**src/rtl/dmem_ctrl_if.sv**
```systemverilog
// Handshaked data-memory port between dmem_ctrl (master) and memory (slave).
// req/gnt address phase, rvalid/rdata response phase; word address + byte enables.
interface dmem_ctrl_if;
  logic        mem_req;
  logic        mem_we;
  logic [31:0] mem_addr;
  logic [3:0]  mem_be;
  logic [31:0] mem_wdata;
  logic        mem_gnt;
  logic        mem_rvalid;
  logic [31:0] mem_rdata;

  modport master (
    output mem_req,
    output mem_we,
    output mem_addr,
    output mem_be,
    output mem_wdata,
    input  mem_gnt,
    input  mem_rvalid,
    input  mem_rdata
  );

  modport slave (
    input  mem_req,
    input  mem_we,
    input  mem_addr,
    input  mem_be,
    input  mem_wdata,
    output mem_gnt,
    output mem_rvalid,
    output mem_rdata
  );
endinterface

```
**src/rtl/dmem_ctrl.sv**
```systemverilog
// MEM-stage data-memory sequencer: lane/byte-enable build, stall, load align/extend.
// Ports: clk, rst, EM_* from EX/MEM, mem (master port), DMEM_drdata_out, stall, dmem_fault.
module dmem_ctrl (
  input  logic               clk,
  input  logic               rst,
  input  logic [6:0]         EM_op_out,
  input  logic [2:0]         EM_funct3_out,
  input  logic [31:0]        EM_daddr_out,
  input  logic [31:0]        EM_storedata_out,
  dmem_ctrl_if.master        mem,
  output logic [31:0]        DMEM_drdata_out,
  output logic               stall,
  output logic               dmem_fault
);

  localparam logic [6:0] OP_LOAD  = 7'b0000011;
  localparam logic [6:0] OP_STORE = 7'b0100011;

  localparam logic [2:0] F3_B  = 3'b000;
  localparam logic [2:0] F3_H  = 3'b001;
  localparam logic [2:0] F3_W  = 3'b010;
  localparam logic [2:0] F3_BU = 3'b100;
  localparam logic [2:0] F3_HU = 3'b101;

  localparam logic [1:0] S_IDLE = 2'd0;
  localparam logic [1:0] S_REQ  = 2'd1;
  localparam logic [1:0] S_WAIT = 2'd2;
  localparam logic [1:0] S_DONE = 2'd3;

  logic [1:0]  state;
  logic [1:0]  state_nxt;

  logic        is_load;
  logic        is_store;
  logic        access;
  logic        legal;
  logic [1:0]  a;
  logic [2:0]  f3;

  logic [3:0]  be_nxt;
  logic [31:0] wdata_nxt;

  logic        we_q;
  logic [31:0] addr_q;
  logic [3:0]  be_q;
  logic [31:0] wdata_q;
  logic [2:0]  f3_q;
  logic [1:0]  a_q;

  logic [31:0] shifted;
  logic [31:0] extracted;

  logic        start;

  assign is_load  = (EM_op_out == OP_LOAD);
  assign is_store = (EM_op_out == OP_STORE);
  assign access   = is_load | is_store;
  assign a        = EM_daddr_out[1:0];
  assign f3       = EM_funct3_out;

  // Legality: size/sign code must exist for the op,
  // and the address must be naturally aligned.
  always_comb begin
    legal = 1'b0;
    unique case (1'b1)
      is_load: begin
        unique case (f3)
          F3_B, F3_BU: legal = 1'b1;
          F3_H, F3_HU: legal = ~a[0];
          F3_W:        legal = (a == 2'b00);
          default:     legal = 1'b0;
        endcase
      end
      is_store: begin
        unique case (f3)
          F3_B:    legal = 1'b1;
          F3_H:    legal = ~a[0];
          F3_W:    legal = (a == 2'b00);
          default: legal = 1'b0;
        endcase
      end
      default: legal = 1'b0;
    endcase
  end

  // Store lanes are replicated so the byte enables alone
  // pick the target byte/half within the word.
  always_comb begin
    be_nxt    = 4'b1111;
    wdata_nxt = 32'h0;
    if (is_store) begin
      unique case (f3)
        F3_B: begin
          be_nxt    = 4'b0001 << a;
          wdata_nxt = {4{EM_storedata_out[7:0]}};
        end
        F3_H: begin
          be_nxt    = 4'b0011 << a;
          wdata_nxt = {2{EM_storedata_out[15:0]}};
        end
        default: begin
          be_nxt    = 4'b1111;
          wdata_nxt = EM_storedata_out;
        end
      endcase
    end
  end

  assign start = (state == S_IDLE) & access & legal;

  always_comb begin
    state_nxt = state;
    unique case (state)
      S_IDLE: begin
        if (start) state_nxt = S_REQ;
      end
      S_REQ: begin
        if (mem.mem_gnt) begin
          state_nxt = we_q ? S_DONE : S_WAIT;
        end
      end
      S_WAIT: begin
        if (mem.mem_rvalid) state_nxt = S_DONE;
      end
      S_DONE: begin
        state_nxt = S_IDLE;
      end
      default: state_nxt = S_IDLE;
    endcase
  end

  // Load extract uses the byte offset captured with the request,
  // since the EX/MEM inputs are only guaranteed stable while stalled.
  assign shifted = mem.mem_rdata >> {a_q, 3'b000};

  always_comb begin
    unique case (f3_q)
      F3_B:    extracted = {{24{shifted[7]}}, shifted[7:0]};
      F3_BU:   extracted = {24'h0, shifted[7:0]};
      F3_H:    extracted = {{16{shifted[15]}}, shifted[15:0]};
      F3_HU:   extracted = {16'h0, shifted[15:0]};
      default: extracted = shifted;
    endcase
  end

  always_ff @(posedge clk) begin
    if (rst) begin
      state           <= S_IDLE;
      we_q            <= 1'b0;
      addr_q          <= 32'h0;
      be_q            <= 4'h0;
      wdata_q         <= 32'h0;
      f3_q            <= 3'b000;
      a_q             <= 2'b00;
      DMEM_drdata_out <= 32'h0;
    end else begin
      state <= state_nxt;
      if (start) begin
        we_q    <= is_store;
        addr_q  <= {EM_daddr_out[31:2], 2'b00};
        be_q    <= be_nxt;
        wdata_q <= wdata_nxt;
        f3_q    <= f3;
        a_q     <= a;
      end
      if ((state == S_WAIT) && mem.mem_rvalid) begin
        DMEM_drdata_out <= extracted;
      end
    end
  end

  assign mem.mem_req   = (state == S_REQ);
  assign mem.mem_we    = we_q;
  assign mem.mem_addr  = addr_q;
  assign mem.mem_be    = be_q;
  assign mem.mem_wdata = wdata_q;

  // DONE releases the pipeline so the instruction is not re-issued.
  assign stall = start
               | (state == S_REQ)
               | (state == S_WAIT);

  assign dmem_fault = (state == S_IDLE) & access & ~legal;

endmodule

```
**src/flat_wrapper.sv**
```systemverilog
// flat-port wrapper written by rule: the top's interface ports become plain ports
module dmem_ctrl_flat 
  (clk, rst, EM_op_out, EM_funct3_out, EM_daddr_out, EM_storedata_out, DMEM_drdata_out, stall, dmem_fault, mem_mem_req, mem_mem_we, mem_mem_addr, mem_mem_be, mem_mem_wdata, mem_mem_gnt, mem_mem_rvalid, mem_mem_rdata);
  dmem_ctrl_if mem_i ();
  input  logic clk;
  input  logic rst;
  input  logic [6:0] EM_op_out;
  input  logic [2:0] EM_funct3_out;
  input  logic [31:0] EM_daddr_out;
  input  logic [31:0] EM_storedata_out;
  output logic [31:0] DMEM_drdata_out;
  output logic stall;
  output logic dmem_fault;
  output wire logic [$bits(mem_i.mem_req)-1:0] mem_mem_req;
  output wire logic [$bits(mem_i.mem_we)-1:0] mem_mem_we;
  output wire logic [$bits(mem_i.mem_addr)-1:0] mem_mem_addr;
  output wire logic [$bits(mem_i.mem_be)-1:0] mem_mem_be;
  output wire logic [$bits(mem_i.mem_wdata)-1:0] mem_mem_wdata;
  input wire logic [$bits(mem_i.mem_gnt)-1:0] mem_mem_gnt;
  input wire logic [$bits(mem_i.mem_rvalid)-1:0] mem_mem_rvalid;
  input wire logic [$bits(mem_i.mem_rdata)-1:0] mem_mem_rdata;
  assign mem_mem_req = mem_i.mem_req;
  assign mem_mem_we = mem_i.mem_we;
  assign mem_mem_addr = mem_i.mem_addr;
  assign mem_mem_be = mem_i.mem_be;
  assign mem_mem_wdata = mem_i.mem_wdata;
  assign mem_i.mem_gnt = mem_mem_gnt;
  assign mem_i.mem_rvalid = mem_mem_rvalid;
  assign mem_i.mem_rdata = mem_mem_rdata;
  dmem_ctrl u_core (.clk(clk), .rst(rst), .EM_op_out(EM_op_out), .EM_funct3_out(EM_funct3_out), .EM_daddr_out(EM_daddr_out), .EM_storedata_out(EM_storedata_out), .mem(mem_i), .DMEM_drdata_out(DMEM_drdata_out), .stall(stall), .dmem_fault(dmem_fault));
endmodule
```
**config.mk**
```make
export PLATFORM = sky130hd
export DESIGN_NAME = dmem_ctrl_flat
export DESIGN_NICKNAME = d
export VERILOG_FILES = /design/src/rtl/dmem_ctrl_if.sv /design/src/rtl/dmem_ctrl.sv /design/src/flat_wrapper.sv
export SDC_FILE = /design/constraint.sdc
export NUM_CORES = 1
export LEC_CHECK = 0
export CAP_MARGIN = 20
export CORE_MARGIN = 2
export CORE_UTILIZATION = 46
export DETAILED_ROUTE_END_ITERATION = 10
export GPL_TIMING_DRIVEN = 1
export PLACE_DENSITY = 0.86
export SLEW_MARGIN = 20
export SYNTH_ARGS = -nofsm -noshare
export SYNTH_HDL_FRONTEND = slang
export SYNTH_SLANG_ARGS = --single-unit
```
**constraint.sdc**
```tcl
create_clock -name clk -period 4.8 [get_ports clk]
set_input_delay 0.96 -clock clk [delete_from_list [all_inputs] [get_ports clk]]
set_output_delay 0.96 -clock clk [all_outputs]
set_load 0.03 [all_outputs]
```
### Word level (Yosys, flattened, before mapping)

Cells that the tools add are included.

* bits in latches: 0
* bits of input ports: 110
* output and inout port bits: 104
* memory bits (writable): 0
* memories: 0
* word-level logic and storage cells: 55
* register bits: 106
* ROM bits: 0

* $lt $le $gt $ge: 0
* multipliers: 0
* shift-type cells: 3
* reduce and logical (&&, ||, !) cells: 8
* muxes and demuxes: 13
* bitwise gates (word level): 8
* divide/modulo/power cells: 0
* equal/unequal tests: 15
* $add $sub $neg: 0

Operators by type and width (count)
* one-hot mux 32 bit (4 select lines): 1
* one-hot mux 32 bit (2 select lines): 1
* two-way mux 32 bit: 1
* right shift 32 x 5 -> 32 bit: 1
* == test 3 bit, second input constant: 4
* one-hot mux 2 bit (4 select lines): 1
* one-hot mux 4 bit (2 select lines): 1
* == test 7 x 2 -> 1 bit, second input constant: 1
* == test 7 x 6 -> 1 bit, second input constant: 1
* == test 3 x 1 -> 1 bit, second input constant: 2
* zero test 3 bit: 2
* two-way mux 2 bit: 3
* one-hot mux 1 bit (3 select lines): 2
* == test 2 bit, second input constant: 2
* zero test 2 bit: 2
* two-way mux 4 bit: 1
* inequality test 2 x 1 -> 1 bit, second input constant: 2
* OR reduction 2 bit: 2
* left shift 1 x 2 -> 4 bit, first input constant: 1
* left shift 2 x 2 -> 4 bit, first input constant: 1
* bitwise AND 1 bit: 3
* == test 3 x 2 -> 1 bit, second input constant: 1
* bitwise OR 1 bit: 3
* AND reduction 3 bit: 1
* 6 further kinds: 7

### Logic depth before layout (Yosys ltp)

* depth in word-level cells: 7
* gate-level depth with buffers: 7
* mapped depth without buffers: 6

### Worst setup path after synthesis

OpenSTA, ideal clock, no wires.

* path kind: input -> output
* from: input EM_funct3_out[2]
* to: output stall
* arrival time: 2.313 ns
* data required time: 3.840 ns
* setup slack: 1.527 ns
* buffers on the path: 2
* stages: 6
* cell sequence: clkbuf_1 > o31ai_1 > and2_0 > and3_1 > buf_4 > or3_1

* cells in the longest elaborated chain, start to end: 7
* elaborated cells on any way between the ends: 13
* those cells by class: eq/ne: 4; mux: 3; bitwise: 3; reduce/logical: 3

Ends and longest elaborated chain
* start: declaration: line flat_wrapper.sv:8 `input logic [2:0] EM_funct3_out;`
* == test 3 bit, or another cell as far along: line dmem_ctrl.sv:67 `unique case (f3)`
* OR reduction 2 bit: line dmem_ctrl.sv:67
* one-hot mux 1 bit (3 select lines): line dmem_ctrl.sv:67
* one-hot mux 1 bit (2 select lines) *: line dmem_ctrl.sv:65 `unique case (1'b1)`
* bitwise AND 1 bit *: line dmem_ctrl.sv:109 `assign start = (state == S_IDLE) & access & legal;`
* bitwise OR 1 bit *: line dmem_ctrl.sv:180 `| (state == S_REQ)`
* bitwise OR 1 bit *: line dmem_ctrl.sv:181 `| (state == S_WAIT);`
* end: declaration: line flat_wrapper.sv:12 `output logic stall;`

Mark *: on every way between the ends. The rest lies on a longest branch, timed or not.

### Worst setup path after layout

* from: input EM_op_out[3]
* to: output stall

* cells in the longest elaborated chain, start to end: 6
* elaborated cells on any way between the ends: 8
* those cells by class: eq/ne: 2; mux: 1; bitwise: 5

Ends and longest elaborated chain
* start: declaration: line flat_wrapper.sv:7 `input logic [6:0] EM_op_out;`
* == test 7 x 2 -> 1 bit / == test 7 x 6 -> 1 bit (equally long branches): line dmem_ctrl.sv:55, dmem_ctrl.sv:56
* bitwise OR 1 bit: line dmem_ctrl.sv:57 `assign access = is_load | is_store;`
* bitwise AND 1 bit: line dmem_ctrl.sv:109
* bitwise AND 1 bit *: line dmem_ctrl.sv:109
* bitwise OR 1 bit *: line dmem_ctrl.sv:180
* bitwise OR 1 bit *: line dmem_ctrl.sv:181

Marked as above.

==> results.cfg <==
[run_status]
outcome = finished, final reports clean

[worst_setup_path]
critPathMostFrequentCell = clkdlybuf4s50_1
reg2reg_depth = 4
critPathKind = input pin to primary output
critPathLaunchType = input pin
startpoint = EM_op_out[3]
rrSetupSlack_ns = 2.24
path_max_fanout = 6
reg2reg_from = u_core.a_q[1]$_SDFFE_PP0P_
required_ns = 3.84
slowest_delay_ns = 0.69
r2r-end = u_core.DMEM_drdata_out[22]$_SDFFE_PP0P_
crit_path_cell_trace = clkdlybuf4s50_1 > nor4_1 > and4_1 > and3_2 > or3_1 > clkdlybuf4s50_1
cp_slowest_cell = clkdlybuf4s50_1
worstPathArrival_ns = 3.24
endpoint = stall
end_kind = primary output

[logic_synthesis]
synthCells = 530
synth_most_common_cell = dfxtp_1
synth_area_leader_cell = dfxtp_1
synth_enable_flop_cells = 0
yosys_warnings = 0
yosys-top-cells-area = dfxtp_1, mux2i_1, nand2b_1
async_reset_ff_share_pct = 0
synth.avg_cell_area_sq_um = 9.488
synth_cell_types = 43
ys_ff_latch = 106
synth_top_area_share_pct = 42.20
synth_area_sq_um = 5029
synthTopCellsByCount = dfxtp_1, nand2b_1, mux2i_1, nand2_1, o2bb2ai_1
synth-main-ff-cell = dfxtp_1
synth_seq_area_share_pct = 42.20

[pwr]
p_total_mw = 1.771
p_per_area_nw_per_um2 = 240.8
pwr-share-seq_pct = 50.6
ir_drop_mv = 0.1335
clock_power_share_pct = 32.3
p_int_mw = 1.320
swShare_pct = 25.50
switching_power_mw = 0.4516
p_leak_nw = 2.487
comb_power_share_pct = 17.1

[finish]
drive_above_1_share_pct = 6.944
utilization_pct = 68.46
nNetsFinal = 828
diodes = 0
area_growth_pct = 46.28
stdcell_count = 860

[clock_network]
postCtsSetupBuffers = 0
cts_resized = 0
cts_buffer_depth = 2
cts_max_level = 3
numCtsBuffers = 9
cts_tree = built
cts-hold-fix-buffers = 0
clk_pin_slew_ns = 0.09
insertion_delay_ns = 0.36
cts_sinks = 106
cts-root-buf = clkbuf_8

[routing]
first_pass_iters = 4
vias = 4541
drtIter0Drc = 136
ant_nets = 0
routed_wl_mm = 14.34
drc = 0
avgRoutedWirePerCell_um = 16.67
routed_via_density = 5.280

[floorplan]
coreArea_sq_um = 10750
num_io_pins = 214
die_x_um = 108.6
die_y_um = 108.6
die_area_sq_um = 11780
initial_core_util_pct = 46.80
rows = 38

[global_routing]
antenna_found_initial = 0
grtUsageTotal_pct = 24.28
grt_max_degree = 63
overflow = 0
grt_first_pass_wirelength_mm = 22.47
grt_pass1_vias = 4652

[timing]
finalHoldViolations = 0
worstMarginPinSlew_ns = 0.9740
relSlewSlack_pct = 34.53
slew_viol_final = 0
period_share_pct = 87.51
fin_setup_tns_ns = 0
finalSetupViolations = 0
skew_ns = 0.006958
fmax_mhz = 238.1
rsz0062_at_grt = no
layout_min_cycle_time_ns = 4.201
layout_setup_ws_ns = 0.5994

[worst_hold_path]
hp-class = flip-flop to flip-flop

[placement]
gp_congestion = 0.8750
dp_hpwl_mm = 10.77
pre_cts_slack_ns = 0.5943
dp_cells = 844
portBuffers = 211

[run]
drv_cap = 0
==> power groups by stage <==
stage	Sequential [mW]	Combinational, mW	Clock, mW
6_report	0.896	0.302	0.572
5_1_grt	0.898	0.324	0.621
4_1_cts	0.896	0.302	0.589
3_5_place_dp	0.917	0.300	0
3_3_place_gp	0.916	0.294	0
2_1_floorplan	0.927	0.137	0
==> placed cells by master, fill, tap and decap left out, types with 3 or more instances in the layout <==
| cell type | synthesis | routed |
|---|---|---|
| a221oi_1 | 5 | 5 |
| nand2b_1 | 74 | 74 |
| a21oi_1 | 20 | 20 |
| nand2_1 | 43 | 43 |
| clkbuf_8 | 0 | 11 |
| buf_4 | 4 | 6 |
| ha_1 | 3 | 3 |
| inv_1 | 7 | 7 |
| o211ai_1 | 8 | 8 |
| nor3_1 | 11 | 11 |
| o2bb2ai_1 | 32 | 32 |
| dfxtp_1 | 106 | 105 |
| a21o_1 | 4 | 4 |
| a22o_1 | 8 | 8 |
| clkdlybuf4s50_1 | 0 | 210 |
| mux2i_1 | 68 | 68 |
| nor2b_1 | 3 | 3 |
| mux2_2 | 15 | 15 |
| a211oi_1 | 15 | 15 |
| nor2_1 | 27 | 27 |
| o21ai_0 | 9 | 9 |
==> flip-flops by register name, summed over array words and instances, names as in the netlist <==
register	cells
u_core.DMEM_drdata_out	32
u_core.a_q	2
u_core.f3_q	3
u_core.mem.mem_addr	30
u_core.mem.mem_be	4
u_core.mem.mem_wdata	32
u_core.mem.mem_we	1
u_core.state	2
==> logic make-up (layout without fill, tap and decap cells) <==
kind of cell               count (synthesis)  after routing  synth area share, %
other                                      1              2              0.07457
AOI/OAI and AO/OA                        108            108                16.20
adders and majority gates                  3              3               0.7465
DFF                                      106            106                42.20
and+or+nand+nor                          177            177                18.59
buffers and inverters                     51            240                4.852
muxes                                     84             84                17.34
==> critical path: cells and delay by family <==
kind | cells | cell delay [ns]
simple gates | 4 | 1.18
buf+inv | 2 | 1.09
==> through the flow <==
| step | area (sq um) | hold WS [ns] |
|---|---|---|
| 2_1_floorplan | 5032 | 0.4612 |
| 3_3_place_gp | 7149 | 0.4441 |
| 3_5_place_dp | 7149 | 0.4455 |
| 4_1_cts | 7353 | 0.4742 |
| 5_1_grt | 7356 | 0.4889 |
| 6_report | 7356 | 0.4735 |
==> area by class of cell <==
class,count,area (sq um)
sequential,106,2123
timing repair buffer,217,2152
clock buffer,12,155.1
fill,846,3390
multi-input combinational,374,2675
inverter,7,26.28
clock inverter,4,48.80
tap,140,175.2
==> worst min-delay path by stage <==
stage	startpoint	end	slack (ns)	cells past startpoint
after floorplan	u_core.f3_q[2]$_SDFFE_PP0P_	u_core.f3_q[2]$_SDFFE_PP0P_	0.46	2
after global routing	u_core.mem.mem_wdata[25]$_SDFFE_PP0P_	u_core.mem.mem_wdata[25]$_SDFFE_PP0P_	0.49	1
final	u_core.mem.mem_wdata[27]$_SDFFE_PP0P_	u_core.mem.mem_wdata[27]$_SDFFE_PP0P_	0.47	1
after global placement	u_core.mem.mem_wdata[8]$_SDFFE_PP0P_	u_core.mem.mem_wdata[8]$_SDFFE_PP0P_	0.44	1
after CTS	u_core.mem.mem_wdata[27]$_SDFFE_PP0P_	u_core.mem.mem_wdata[27]$_SDFFE_PP0P_	0.47	1
after detailed placement	u_core.mem.mem_wdata[28]$_SDFFE_PP0P_	u_core.mem.mem_wdata[28]$_SDFFE_PP0P_	0.45	1
==> metal layers <==
metal	GRT usage [%]	vias to the layer above	wire, um
li1	-	2238	-
met1	27.48	2101	5742
met2	42.72	184	6949
met3	8.439	18	1383
met4	7.692	0	262
met5	0	-	0
Power figures use the tool's default switching activity.
